### src/rtl/ppi_pkg.sv
// Shared types and constants for the PPI read/write control slice.
package ppi_pkg;

    typedef enum logic [1:0] {
        IDLE,
        RD_CYC,
        WR_CYC,
        WAIT_REL
    } ppi_state_e;

    localparam logic [1:0] ADDR_PA   = 2'd0;
    localparam logic [1:0] ADDR_PB   = 2'd1;
    localparam logic [1:0] ADDR_PC   = 2'd2;
    localparam logic [1:0] ADDR_CTRL = 2'd3;

    localparam logic [7:0]  CTRL_DEFAULT = 8'h9B;
    localparam int unsigned MODE_BIT     = 7;

endpackage

### src/rtl/ppi_sync_bit.sv
// Multi-stage synchroniser for one asynchronous active-low strobe; presets to 1.
module ppi_sync_bit #(
    parameter int unsigned SYNC_STAGES = 2
) (
    input  logic clk,
    input  logic rst_n,
    input  logic d,
    output logic q
);

    logic [SYNC_STAGES-1:0] ff_q;

    always_ff @(posedge clk or negedge rst_n) begin
        if (!rst_n) begin
            ff_q <= '1;
        end else begin
            ff_q <= {ff_q[SYNC_STAGES-2:0], d};
        end
    end

    assign q = ff_q[SYNC_STAGES-1];

endmodule

### src/rtl/ppi_rw_control.sv
// PPI bus-cycle sequencer: strobe sync, read mux, write commit to port/control registers.
// Define PPI_BSR_EN to make control writes with D7=0 act as port C bit set/reset.
module ppi_rw_control
    import ppi_pkg::*;
#(
    parameter int unsigned SYNC_STAGES = 2,
    parameter logic [7:0]  CTRL_RESET  = CTRL_DEFAULT
) (
    input  logic       CLK,
    input  logic       RST_n,
    input  logic       CS,
    input  logic       RD,
    input  logic       WR,
    input  logic [1:0] A,
    input  logic [7:0] DIN,
    input  logic [7:0] PA_IN,
    input  logic [7:0] PB_IN,
    input  logic [7:0] PC_IN,
    output logic [7:0] Data_out,
    output logic       RD_EN,
    output logic [7:0] PA_OUT,
    output logic [7:0] PB_OUT,
    output logic [7:0] PC_OUT,
    output logic [7:0] CTRL_WORD,
    output logic       BUS_ERR
);

    logic cs_s, rd_s, wr_s;

    ppi_sync_bit #(.SYNC_STAGES(SYNC_STAGES)) u_sync_cs (
        .clk(CLK), .rst_n(RST_n), .d(CS), .q(cs_s)
    );
    ppi_sync_bit #(.SYNC_STAGES(SYNC_STAGES)) u_sync_rd (
        .clk(CLK), .rst_n(RST_n), .d(RD), .q(rd_s)
    );
    ppi_sync_bit #(.SYNC_STAGES(SYNC_STAGES)) u_sync_wr (
        .clk(CLK), .rst_n(RST_n), .d(WR), .q(wr_s)
    );

    ppi_state_e state_q;
    logic [1:0] addr_q;
    logic [7:0] hold_q;
    logic [1:0] rd_addr;
    logic [7:0] rd_data;

    // In IDLE the live address selects the first byte; afterwards the latched one does.
    always_comb begin
        rd_addr = (state_q == IDLE) ? A : addr_q;
        case (rd_addr)
            ADDR_PA: rd_data = PA_IN;
            ADDR_PB: rd_data = PB_IN;
            ADDR_PC: rd_data = PC_IN;
            default: rd_data = CTRL_WORD;
        endcase
    end

    always_ff @(posedge CLK or negedge RST_n) begin
        if (!RST_n) begin
            state_q   <= IDLE;
            addr_q    <= ADDR_PA;
            hold_q    <= '0;
            Data_out  <= '0;
            RD_EN     <= 1'b0;
            PA_OUT    <= '0;
            PB_OUT    <= '0;
            PC_OUT    <= '0;
            CTRL_WORD <= CTRL_RESET;
            BUS_ERR   <= 1'b0;
        end else begin
            case (state_q)
                IDLE: begin
                    if (!cs_s) begin
                        if (!rd_s && wr_s) begin
                            state_q  <= RD_CYC;
                            addr_q   <= A;
                            Data_out <= rd_data;
                            RD_EN    <= 1'b1;
                            BUS_ERR  <= 1'b0;
                        end else if (rd_s && !wr_s) begin
                            state_q <= WR_CYC;
                            addr_q  <= A;
                            hold_q  <= DIN;
                            BUS_ERR <= 1'b0;
                        end else if (!rd_s && !wr_s) begin
                            state_q <= WAIT_REL;
                            BUS_ERR <= 1'b1;
                        end
                    end
                end
                RD_CYC: begin
                    if (rd_s || cs_s) begin
                        state_q <= IDLE;
                        RD_EN   <= 1'b0;
                    end else begin
                        Data_out <= rd_data;
                    end
                end
                WR_CYC: begin
                    if (cs_s) begin
                        // Chip deselected before the strobe closed: drop the write.
                        state_q <= IDLE;
                    end else if (wr_s) begin
                        state_q <= IDLE;
                        case (addr_q)
                            ADDR_PA: PA_OUT <= hold_q;
                            ADDR_PB: PB_OUT <= hold_q;
                            ADDR_PC: PC_OUT <= hold_q;
                            default: begin
                                if (hold_q[MODE_BIT]) begin
                                    CTRL_WORD <= hold_q;
                                    PA_OUT    <= '0;
                                    PB_OUT    <= '0;
                                    PC_OUT    <= '0;
                                end
`ifdef PPI_BSR_EN
                                else begin
                                    PC_OUT[hold_q[3:1]] <= hold_q[0];
                                end
`endif
                            end
                        endcase
                    end else begin
                        hold_q <= DIN;
                    end
                end
                WAIT_REL: begin
                    if (rd_s && wr_s) begin
                        state_q <= IDLE;
                    end
                end
                default: state_q <= IDLE;
            endcase
        end
    end

endmodule
### config.mk
export PLATFORM = sky130hd
export DESIGN_NAME = ppi_rw_control
export DESIGN_NICKNAME = d
export VERILOG_FILES = /design/src/rtl/ppi_pkg.sv /design/src/rtl/ppi_sync_bit.sv /design/src/rtl/ppi_rw_control.sv
export SDC_FILE = /design/constraint.sdc
export NUM_CORES = 1
export LEC_CHECK = 0
export CORE_MARGIN = 2
export CORE_UTILIZATION = 35
export DETAILED_ROUTE_END_ITERATION = 8
export SYNTH_ARGS = -nofsm -noshare
export SYNTH_HDL_FRONTEND = slang
export SYNTH_SLANG_ARGS = --single-unit
### constraint.sdc
create_clock -name CLK -period 5.1 [get_ports CLK]
set_clock_uncertainty 0.05 [all_clocks]
set_input_delay 0.765 -clock CLK [delete_from_list [all_inputs] [get_ports CLK]]
set_output_delay 0.765 -clock CLK [all_outputs]
set_load 0.05 [all_outputs]
==> results.toml <==
[status]
outcome = "finished clean"

[setup_path]
critPathTopFamily = "buffers and inverters"
cp.depth = 1
crit_buf_inv = 1
arrival_ns = 1.70
start_kind = "register"
crit_fanout = 3
crit_start = "CTRL_WORD[0]"
cp_slowest_stage_delay_ns = 0.82
crit_type = "reg -> out"
endpoint_kind = "primary output"
worstPathCellList = "clkdlybuf4s50_1"
critical_path_required_ns = 4.28
worst_path_max_delay_cell = "clkdlybuf4s50_1"
r2r_cells = 5
rr_startpoint = "addr_q[0]"
rr_endpoint = "PA_OUT[7]"
r2r_slack_ns = 2.92
crit_end = "CTRL_WORD[0]"

[floorplan]
core.rowCount = 32
io_pins = 81
fp.dieArea_um2 = 8840
dieHeight_um = 94.0
die_w_um = 94.0
core-area_um2 = 7810
start_util = 0.363

[layout]
insertedDiodeCount = 0
syn2layout_area_growth_pct = 37.6
nets = 381
stdcell_area_um2 = 3900
finalNonFillerCells = 440
drive_above_1_share = 0.166
utilization = 0.500

[pwr]
swShare = 0.425
internal-power_w = 0.00126
p_per_area_nw_per_um2 = 563
ir_drop_mv = 0.264
p_seq_frac = 0.351
pwr-share-clk = 0.219
power_frac_comb = 0.430
p_leak_nw = 1.60
switchingPower_w = 0.000933

[synth]
yosys.cell_types.count = 43
synthCells = 255
synth_fa_ha_area_frac = 0.0397
ys_warn_count = 0
synth-seq-area-share = 0.525
syn-num-nets = 303
netlist_area_um2 = 2840
synth_flop_cell = "dfrtp_1"
synth_compound_area_frac = 0.136
synthMuxAreaShare = 0.100
synth_async_sr_flop_share = 1.00
synth-edff-count = 0
syn_area_per_cell_um2 = 11.1
synth-simple-area-share = 0.131
ys_ff_latch = 59
synth_top_family_by_area = "compound AO/OA/AOI/OAI gates"
synth-xor-area-share = 0

[timing]
hold_viol = 0
rsz0062_at_grt = "false"
setup_viol = 0
setup_tns_ns = 0
fin_crit_sh = 0.493
finalCriticalPeriod_ns = 2.52
tightest_slew_ns = 0.747
max_slew_margin = 0.502
slew_violations = 0
fmax_mhz = 398

[routing]
drtIter0Drc = 78
firstDrtPassIters = 4
drc = 0
wl_mm = 6.72
antenna_left = 0
num_vias = 2089
vias_per_cell = 4.75
avgRoutedWirePerCell_um = 15.3

[global_route]
track_usage = 0.162
grt_max_degree = 60
gr-total-overflow = 0
antenna_found_initial = 0
grt_pass1_vias = 2068
grt_pass1_wl_mm = 10.8

[clock_network]
cts_tree = "built"
ctsResizeCount = 0
cts_hold_buf = 0
cts_root_buffer = "clkbuf_8"
cts_buffers = 9
post_cts_buffers = 0
cts_num_sinks = 59
clk_latency_ns = 0.33
cts_max_level = 3
cts.path.max_buffers = 2
path_clk_slew_ns = 0.06

[min_path]
hold_path_class = "reg -> reg"

[run]
maxCapViolations = 0

[placement]
io_buffer_count = 79
place_inst = 424
hpwl_mm = 4.73
place_area_um2 = 3680
gp_congestion = 0.798
[power by group through the flow]
stage / Clock [W] / Sequential [W] / Combinational (W)
final: 0.000482 / 0.000771 / 0.000945
after global placement: 0 / 0.000784 / 0.000941
after global routing: 0.000518 / 0.000800 / 0.00100
after floorplan: 0 / 0.00110 / 0.000287
after CTS: 0.000497 / 0.000776 / 0.000954
after detailed placement: 0 / 0.000782 / 0.000950
[cells by family after synthesis]
logic type	count (synthesis)
AO/OA/AOI/OAI	59
adder cells (fa/ha/maj)	9
buffers and inverters	42
flip-flops	59
multiplexers	25
other	1
AND/OR/NAND/NOR	60
[metal layers]
metal	wire length [um]	up-vias	share of wire	GRT usage
met4	29	0	0.0043	0.0471
met1	3120	994	0.46	0.219
met5	0	-	0	0
met2	3220	52	0.48	0.246
li1	-	1041	-	-
met3	349	2	0.052	0.0562
[state kept, by name, indices dropped and copies added, names as in the netlist, 2 cells and up]
| name | count |
|---|---|
| state_q | 2 |
| u_sync_rd.ff_q | 2 |
| addr_q | 2 |
| PC_OUT | 8 |
| u_sync_cs.ff_q | 2 |
| PB_OUT | 8 |
| PA_OUT | 8 |
| Data_out | 8 |
| u_sync_wr.ff_q | 2 |
| CTRL_WORD | 7 |
| hold_q | 8 |
[how the worst min path moves through the flow]
stage	slack (ns)	from	cells after the start	endpoint
2_1_floorplan	0.30	u_sync_cs.ff_q[0]	0	u_sync_cs.ff_q[1]
3_3_place_gp	0.30	u_sync_wr.ff_q[0]	0	u_sync_wr.ff_q[1]
3_5_place_dp	0.30	u_sync_cs.ff_q[0]	0	u_sync_cs.ff_q[1]
4_1_cts	0.30	u_sync_wr.ff_q[0]	0	u_sync_wr.ff_q[1]
5_1_grt	0.31	u_sync_wr.ff_q[0]	0	u_sync_wr.ff_q[1]
6_report	0.31	u_sync_cs.ff_q[0]	0	u_sync_cs.ff_q[1]
[Yosys cell counts, drive strengths merged (4+ instances only)]
master | n | area share
dfrtp | 49 | 0.43
o21ai | 30 | 0.053
inv | 29 | 0.038
nand3 | 24 | 0.042
mux2 | 17 | 0.067
nor2 | 15 | 0.022
buf | 10 | 0.024
dfstp | 10 | 0.093
ha | 9 | 0.040
mux2i | 8 | 0.033
a221oi | 7 | 0.022
o22ai | 7 | 0.015
a21oi | 4 | 0.0084
or2 | 4 | 0.0088
[stage by stage]
| step | worst slack (ns) | hold WS, ns | total power, W |
|---|---|---|---|
| after floorplan | 3.27 | 0.295 | 0.00138 |
| after global placement | 2.62 | 0.299 | 0.00173 |
| after detailed placement | 2.58 | 0.298 | 0.00173 |
| after CTS | 2.56 | 0.302 | 0.00223 |
| after global routing | 2.53 | 0.309 | 0.00232 |
| final | 2.58 | 0.305 | 0.00220 |
[placed cells by master (no fill, tap or decap), types with 2 or more instances in the layout]
cell type / n
a21oi_1: 3
a221oi_1: 7
bufinv_16: 2
clkbuf_8: 11
clkdlybuf4s50_1: 78
clkinv_2: 3
dfrtp_1: 49
dfstp_2: 10
ha_1: 9
inv_1: 29
mux2_2: 17
mux2i_1: 7
nand2_1: 2
nand2b_1: 2
nand3_1: 24
nor2_1: 14
nor2b_1: 2
nor3b_1: 2
nor4_4: 3
o21ai_0: 28
o21ai_1: 2
o21bai_1: 2
o22ai_1: 7
o31a_1: 2
o31ai_1: 2
or2_2: 2
[area by class of cell]
class	count	area (um2)
fillers	737	3900
flip-flops and latches	59	1490
multi-input cells	154	1160
repair buffers	80	793
clock buffers	11	151
well taps	102	128
inverters	29	109
clock inverters	5	75.1
No activity file was read; power rests on OpenSTA's default activity.
